<file path="src/rtl/ysyx_22050550_mul_ctrl_pkg.sv">
// Shared types and helpers for the multiply issue/writeback controller.
package ysyx_22050550_mul_ctrl_pkg;

   localparam int unsigned XLEN = 64;
   localparam int unsigned OP_W = 3;
   localparam int unsigned RD_W = 5;

   typedef enum logic [OP_W-1:0] {
      OP_MUL    = 3'd0,
      OP_MULH   = 3'd1,
      OP_MULHSU = 3'd2,
      OP_MULHU  = 3'd3,
      OP_MULW   = 3'd4
   } mul_op_e;

   typedef enum logic [1:0] {
      IDLE  = 2'd0,
      BUSY  = 2'd1,
      DONE  = 2'd2,
      DRAIN = 2'd3
   } state_e;

   // {src1_signed, src2_signed}
   localparam logic [1:0] SGN_SS = 2'b11;
   localparam logic [1:0] SGN_SU = 2'b10;
   localparam logic [1:0] SGN_UU = 2'b00;

   typedef struct packed {
      mul_op_e             op;
      logic [XLEN-1:0]     src1;
      logic [XLEN-1:0]     src2;
      logic [RD_W-1:0]     rd;
   } mul_req_t;

   // Operand signedness presented to the multiplier
   function automatic logic [1:0] signed_mode(input mul_op_e op);
      case (op)
         OP_MULHSU: return SGN_SU;
         OP_MULHU:  return SGN_UU;
         default:   return SGN_SS;
      endcase
   endfunction

   // Product is known to be zero without running the multiplier
   function automatic logic is_zero_op(input mul_op_e op,
                                       input logic [XLEN-1:0] a,
                                       input logic [XLEN-1:0] b);
      logic z;
      z = (a == '0) || (b == '0);
      if (op == OP_MULW)
         z = z || (a[31:0] == 32'd0) || (b[31:0] == 32'd0);
      return z;
   endfunction

endpackage

</file>
<file path="src/rtl/ysyx_22050550_mul_fmt.sv">
// Selects and formats the architectural result from the raw product halves.
module ysyx_22050550_mul_fmt
   import ysyx_22050550_mul_ctrl_pkg::*;
(
   input  mul_op_e          op,
   input  logic [XLEN-1:0]  res_h,
   input  logic [XLEN-1:0]  res_l,
   output logic [XLEN-1:0]  result_c
);

   // High half for MULH*, sign-extended low word for MULW, low half otherwise
   always_comb begin
      result_c = res_l;
      case (op)
         OP_MULH, OP_MULHSU, OP_MULHU: result_c = res_h;
         OP_MULW:                      result_c = {{32{res_l[31]}}, res_l[31:0]};
         default:                      result_c = res_l;
      endcase
   end

endmodule

</file>
<file path="src/rtl/ysyx_22050550_mul_ctrl.sv">
// Issue/writeback controller between the EXU and the radix-4 Booth multiplier.
module ysyx_22050550_mul_ctrl
   import ysyx_22050550_mul_ctrl_pkg::*;
(
   input  logic          clock,
   input  logic          reset,
   input  logic          in_valid,
   output logic          in_ready,
   input  logic [2:0]    in_op,
   input  logic [63:0]   in_src1,
   input  logic [63:0]   in_src2,
   input  logic [4:0]    in_rd,
   input  logic          flush,
   output logic          mul_valid,
   output logic          mul_w,
   output logic [1:0]    mul_signed,
   output logic [63:0]   mul_a,
   output logic [63:0]   mul_b,
   input  logic          mul_ready,
   input  logic          mul_out_valid,
   input  logic [63:0]   mul_res_h,
   input  logic [63:0]   mul_res_l,
   output logic          out_valid,
   input  logic          out_ready,
   output logic [63:0]   out_result,
   output logic [4:0]    out_rd
);

   state_e          state_q, state_d;
   mul_req_t        req_q;
   logic [XLEN-1:0] result_q;
   logic [XLEN-1:0] fmt_result;
   mul_op_e         in_op_e;
   logic            accept;
   logic            zero_op;

   assign in_op_e  = mul_op_e'(in_op);
   assign in_ready = (state_q == IDLE) && mul_ready && !flush;
   assign accept   = in_valid && in_ready;
   assign zero_op  = is_zero_op(in_op_e, in_src1, in_src2);

   // Multiplier side is driven purely from state and latched operands
   assign mul_valid  = (state_q == BUSY) || (state_q == DRAIN);
   assign mul_w      = (req_q.op == OP_MULW);
   assign mul_signed = signed_mode(req_q.op);
   assign mul_a      = req_q.src1;
   assign mul_b      = req_q.src2;

   // A flush kills a pending result combinationally so no transfer can occur
   assign out_valid  = (state_q == DONE) && !flush;
   assign out_result = result_q;
   assign out_rd     = req_q.rd;

   ysyx_22050550_mul_fmt u_fmt (
      .op       (req_q.op),
      .res_h    (mul_res_h),
      .res_l    (mul_res_l),
      .result_c (fmt_result)
   );

   // State register
   always_ff @(posedge clock) begin
      if (reset) state_q <= IDLE;
      else       state_q <= state_d;
   end

   // Next-state logic; BUSY/DRAIN hold mul_valid until the multiplier reports done
   always_comb begin
      state_d = state_q;
      case (state_q)
         IDLE: begin
            if (accept) state_d = zero_op ? DONE : BUSY;
         end
         BUSY: begin
            if (flush)              state_d = mul_out_valid ? IDLE : DRAIN;
            else if (mul_out_valid) state_d = DONE;
         end
         DONE: begin
            if (flush || out_ready) state_d = IDLE;
         end
         DRAIN: begin
            if (mul_out_valid) state_d = IDLE;
         end
         default: state_d = IDLE;
      endcase
   end

   // Request latch on accept; result captured on zero bypass or multiplier completion
   always_ff @(posedge clock) begin
      if (reset) begin
         req_q    <= '0;
         result_q <= '0;
      end else begin
         if (accept) begin
            req_q <= '{op: in_op_e, src1: in_src1, src2: in_src2, rd: in_rd};
            if (zero_op) result_q <= '0;
         end else if ((state_q == BUSY) && mul_out_valid && !flush) begin
            result_q <= fmt_result;
         end
      end
   end

endmodule

</file>
<file path="config.mk">
export PLATFORM = sky130hd
export DESIGN_NAME = ysyx_22050550_mul_ctrl
export DESIGN_NICKNAME = d
export VERILOG_FILES = /design/src/rtl/ysyx_22050550_mul_ctrl_pkg.sv /design/src/rtl/ysyx_22050550_mul_fmt.sv /design/src/rtl/ysyx_22050550_mul_ctrl.sv
export SDC_FILE = /design/constraint.sdc
export NUM_CORES = 1
export LEC_CHECK = 0
export BUFFER_PORTS_ARGS = -buffer_cell sky130_fd_sc_hd__buf_2
export CORE_AREA = 3 3 182 184
export DETAILED_ROUTE_END_ITERATION = 12
export DIE_AREA = 0 0 185 187
export PLACE_DENSITY = 0.59
export SLEW_MARGIN = 0
export SYNTH_ARGS = -nofsm -noshare
export SYNTH_HDL_FRONTEND = slang
export SYNTH_SLANG_ARGS = --single-unit
</file>
<file path="constraint.sdc">
create_clock -name clock -period 4.05 [get_ports clock]
set_input_delay 0.2025 -clock clock [delete_from_list [all_inputs] [get_ports clock]]
set_output_delay 0.2025 -clock clock [all_outputs]
set_load 0.05 [all_outputs]
</file>
# --- Word level (Yosys, flattened, before mapping) ---
# Cells that the tools add are included.
classes:
  n_reduce_logical: 21
  n_eq_ne: 13
  muxes: 14
op_table:
  columns: ["op", "count"]
  rows:
  - ["$mux W64", 3]
  - ["$logic_not A64 Y1", 2]
  - ["$pmux W64 S2", 1]
  - ["$logic_not A32 Y1", 2]
  - ["$mux W2", 7]
  - ["$pmux W2 S4", 1]
  - ["$eq A3 B2 Y1 const B", 2]
  - ["$eq A3 B3 Y1 const B", 2]
  - ["$logic_and A1 B1 Y1", 6]
  - ["$logic_or A1 B1 Y1", 5]
  - ["$eq A2 B2 Y1 const B", 2]
  - ["$ne A2 B1 Y1 const B", 2]
  - ["$ne A2 B2 Y1 const B", 2]
  - ["$pmux W2 S2", 1]
  - ["$reduce_and A4 Y1", 1]
  - ["$eq A3 B1 Y1 const B", 1]
  - ["$ne A3 B3 Y1 const B", 1]
  - ["$reduce_or A3 Y1", 1]
  - ["$eq A2 B1 Y1 const B", 1]
  - ["$logic_not A2 Y1", 1]
  - ["$reduce_and A2 Y1", 1]
  - ["$reduce_bool A2 Y1", 1]
  - ["$logic_not A1 Y1", 1]
  - ["$mux W1", 1]
totals:
  in_bits: 271
  word_cells: 54
  output_inout_bits: 203
  ff_bits: 202

# --- Logic depth before layout (Yosys ltp) ---
depth:
  ltp_word: 8
  ltp_mapped: 7
  ltp_nobuf: 5

# --- Modules after synthesis ---
# From an unflattened synthesis, not the netlist that was laid out.
hier_totals:
  cells_unflattened: 1265
  hier_area_um2: 10334.9
by_module_without_submodules:
  columns: ["module", "area_each_um2", "cells_each", "n_inst", "seq_area_each_um2"]
  rows:
  - ["ysyx_22050550_mul_ctrl", 8827.2, 1074, 1, 4043.9]
  - ["ysyx_22050550_mul_fmt", 1507.7, 191, 1, 0.0]

# --- Least setup slack after synthesis ---
# No wires, ideal clock.
synth_path:
  path_kind: "flip-flop to flip-flop"
  from: "reg state_q[0]"
  to: "reg result_q[22], in the netlist out_result[22]"
  path_stages_with_launch: 8
  setup_slack_ns: 1.988
  n_path_buf: 2
  period_less_slack_ns: 2.062
  setup_ns: 0.134
  required_time_ns: 3.916
  t_arrival_ns: 1.929
  cell_sequence: "dfxtp_1 > nor4b_4 > nand2_1 > nor3_1 > a32o_1 > buf_6 > buf_6 > o22ai_1"
synth_via:
  elab_chain_cells: 6
  elab_cells_between_ends: 11
  classes_between: "eq/ne: 2; mux: 1; reduce/logical: 8"
synth_rtl:
  columns: ["element", "line_no", "text"]
  rows:
  - ["from (decl)", "ysyx_22050550_mul_ctrl.sv:29", "state_e state_q, state_d;"]
  - ["from (signal assigned)", "ysyx_22050550_mul_ctrl.sv:64", "else state_q <= state_d;"]
  - ["$logic_not A2 Y1 *", "ysyx_22050550_mul_ctrl.sv:38", "assign in_ready = (state_q == IDLE) && mul_ready && !flush;"]
  - ["$logic_and A1 B1 Y1 * (2 in series)", "ysyx_22050550_mul_ctrl.sv:38", null]
  - ["named net in_ready", "ysyx_22050550_mul_ctrl.sv:8", "output logic in_ready,"]
  - ["$logic_and A1 B1 Y1 *", "ysyx_22050550_mul_ctrl.sv:39", "assign accept = in_valid && in_ready;"]
  - ["$ne A2 B1 Y1 (no source line) / $reduce_bool A2 Y1 (equally long branches)", null, null]
  - ["$reduce_and A2 Y1 (no source line)", null, null]
  - ["to (signal assigned)", "ysyx_22050550_mul_ctrl.sv:98", "result_q <= fmt_result;"]
  - ["to (decl)", "ysyx_22050550_mul_ctrl.sv:31", "logic [XLEN-1:0] result_q;"]
# The timed path passes the listed nets; every way through them passes the cells marked *.
# A chain may end at the register's enable or synchronous reset.

# --- Worst setup path after layout ---
layout_path:
  from: "reg req_q[134] (netlist name)"
  to: "reg result_q[11], in the netlist out_result[11]"
layout_via:
  elab_chain_cells: 5
  elab_cells_between_ends: 8
  classes_between: "eq/ne: 4; mux: 3; reduce/logical: 1"
layout_rtl:
  columns: ["element", "line_no", "text"]
  rows:
  - ["from (decl)", "ysyx_22050550_mul_ctrl.sv:30", "mul_req_t req_q;"]
  - ["from (signal assigned)", "ysyx_22050550_mul_ctrl.sv:95", "req_q <= '{op: in_op_e, src1: in_src1, src2: in_src2, rd: in_rd};"]
  - ["$eq A3 B1 Y1 / $eq A3 B2 Y1 (equally long branches)", "ysyx_22050550_mul_fmt.sv:14", "case (op)"]
  - ["$reduce_or A3 Y1", "ysyx_22050550_mul_fmt.sv:14", null]
  - ["$pmux W64 S2 *", "ysyx_22050550_mul_fmt.sv:14", null]
  - ["$mux W64 *", "ysyx_22050550_mul_ctrl.sv:97", "end else if ((state_q == BUSY) && mul_out_valid && !flush) begin"]
  - ["$mux W64 *", "ysyx_22050550_mul_ctrl.sv:94", "if (accept) begin"]
# Mark *: on every way between the ends. The rest lies on a longest branch, timed or not. The select of a mux whose other input is x is not followed.

==> metrics <==
status=completed; endpoints failing setup=0; clock sink count=roughly 200; Final Hold Vio Count=0; cell count after synthesis=1,093; post-placement setup slack=around 1.2 ns; CTS tree=yes; die width=~190 um; overall routing resource usage=0.182; Slew headroom=0.247; total CTS buffers=22; Power Density=between 300 and 400 mW/mm^2; gr ovfl total=0; max incr delay on CP=0.86 ns; max_cap viols=0; Mapped Avg Cell Area=8.32 um^2; dpl hpwl=23.5 mm; Setup Fix Bufs, Post-CTS=0; worst hold path class=input port to register; Max VDD drop=0.248 mV; critical path's slowest cell=nor2_4; Initial Util=0.288; Starting DRT DRC Count=400; Routability Congestion=0.845; min Tclk post-route=a little under 3 ns; largest family of logic cells by synthesized area=simple AND/OR/NAND/NOR gates; most frequent cells in the layout=buf_2, nand2_1, dfxtp_1, dlygate4sd3_1, a21oi_1; Synthesized Nets=1,364; 1st-pass router iterations=6; clock buffer depth=3; Synth Area in Compound Gates=0.157; xor and xnor area share after synthesis=0.000963; fin nets=1,828; CP arrival=3.28 ns; unrepaired setup endpoints after global routing=false; Layout Area Growth over Synthesis=45.2%; Clock Latency Late Sink=0.50 ns; R2R setup slack=around 1.1 ns; post-synthesis mux area share=0.0364; H-tree depth=1; hold_ws=roughly 0.012 ns; post-synth design cell area=roughly 0.009 mm^2; adder and majority gate portion of the synthesized area=0; Worst setup SP type=register; layout cells sized above 1=0.336; fmax=343 MHz; Synth cell types=34; Pwr Total=4.92 mW; yosys warns=0; maximum net fanout on the critical path=46; diode count=0; post-synthesis sequential area ratio=0.445; most common cell after layout, fill and taps aside=buf_2; setup ws final=between 1 and 1.5 ns; first-pass GRT wire length=51.4 mm; FF+latch count, synth=roughly 200; IO Port Bufs=~470; P_leak=approximately 5.8 nW; die area=0.0346 mm^2; Detail Route Antenna Nets=0; Data required, critical path=4.41 ns; crit path cell chain=nor2_1 -> nor2_4 -> buf_4 -> mux2i_1 -> dlygate4sd3_1 -> o22ai_1; Final Slew Violations=0; DR WL/cell=roughly 17 um; DRC=0; clock skew=between 0.007 and 0.008 ns; vias in the first global route=9,199; Ports=~470; Finished Core Util=0.418; Cell Rows=65; Setup TNS Final=0 ns; simple-gate share of the synthesized area=0.206; core footprint=~0.032 mm^2; largest net degree at the start of global routing=around 140; CP Class=register to register; worst-margin pin slew=1.13 ns; Die Ht=around 190 um; crit end category=register; via count=9,475; clk slew on worst S/H paths=approximately 0.060 ns; drt total wl=between 30 and 40 mm; clock root buffer master=clkbuf_16; initial antenna violation count=0; Period Utilization, post-route=0.720; Vias/cell=approximately 4.8
## through the flow
stage | instances | area, um^2
6_report | 1975 | 13200
5_1_grt | 1975 | 13200
4_1_cts | 1975 | 13200
3_5_place_dp | 1758 | 10700
3_3_place_gp | 1758 | 10700
2_1_floorplan | 1093 | 9100
## metal layers
metal | up-vias | part of all wire | global-route usage
met1 | 4382 | 0.39 | 0.218
li1 | 4590 | - | -
met2 | 441 | 0.50 | 0.323
met5 | - | 0 | 0
met4 | 0 | 0.033 | 0.0557
met3 | 62 | 0.081 | 0.0426
## logic make-up after synthesis
family,Yosys count
buffers and inverters,221
AO/OA/AOI/OAI,240
flip-flops,202
AND/OR/NAND/NOR,396
XOR/XNOR,1
multiplexers,33
## final cells by class
cell class                      instances  area (um^2)
Clock buffer                           35          701
Clock inverter                          5         50.0
Fill cell                            3107        18400
Multi-Input combinational cell        670         3670
Sequential cell                       202         4040
Tap cell                              402          503
Timing Repair Buffer                  661         4240
## path summary, 6_finish.rpt
kind | startpoint | end | depth (start not counted)
max | req_q[134] | out_result[11] | 6
min | in_src1[43] | mul_a[43] | 3
max reg2reg | req_q[134] | out_result[11] | 6
min reg2reg | mul_b[33] | mul_b[33] | 2
## power by group
part / total, mW / internal [mW] / switching, mW
Combinational: 0.810 / 0.340 / 0.470
Clock: 2.05 / 1.24 / 0.805
Sequential: 2.07 / 2.04 / 0.0264
## synth_stat cells
master,n,area share
dfxtp_1,202,0.44
clkbuf_1,60,0.025
o22ai_1,64,0.044
buf_2,15,0.0083
o31ai_1,1,0.00083
nand3b_1,65,0.054
xor2_1,1,0.00096
and3_1,1,0.00069
nand2b_1,2,0.0014
nor4_1,32,0.022
buf_1,1,0.00041
a221oi_1,32,0.031
buf_4,139,0.11
o2bb2ai_1,1,0.00096
or2_2,1,0.00069
mux2i_1,32,0.035
a22o_1,1,0.00096
mux2_2,1,0.0012
nand3_1,1,0.00055
and2_1,2,0.0014
a21oi_1,136,0.075
buf_6,6,0.0074
o21ba_1,1,0.0011
a32o_1,1,0.0011
o21ai_1,1,0.00055
nor2_1,6,0.0025
a22oi_1,1,0.00083
nor3b_1,1,0.00083
o21ai_0,1,0.00055
nor4b_4,1,0.0026
nand4_1,8,0.0055
nand2_1,274,0.11
nor3_1,1,0.00055
nor2_2,1,0.00069
## timing repair
item	in CTS	in global routing
hold buffers	177	0
gates resized for setup	0	0
endpoints found under the hold margin	161	0
## worst max-delay path: cells and delay by family, from the launching register on
kind                   cells  cell delay (ns)
multiplexers               1             0.25
AO/OA/AOI/OAI              1             0.08
AND/OR/NAND/NOR            2             1.00
buffers and inverters      2             1.04
flip-flops                 1             0.38
## sequential cells by signal, summed over array words and instances (netlist names)
name,flops
mul_a,64
req_q,3
state_q,2
mul_b,64
out_rd,5
out_result,64
Note: power is estimated with default switching activity, not from simulation.
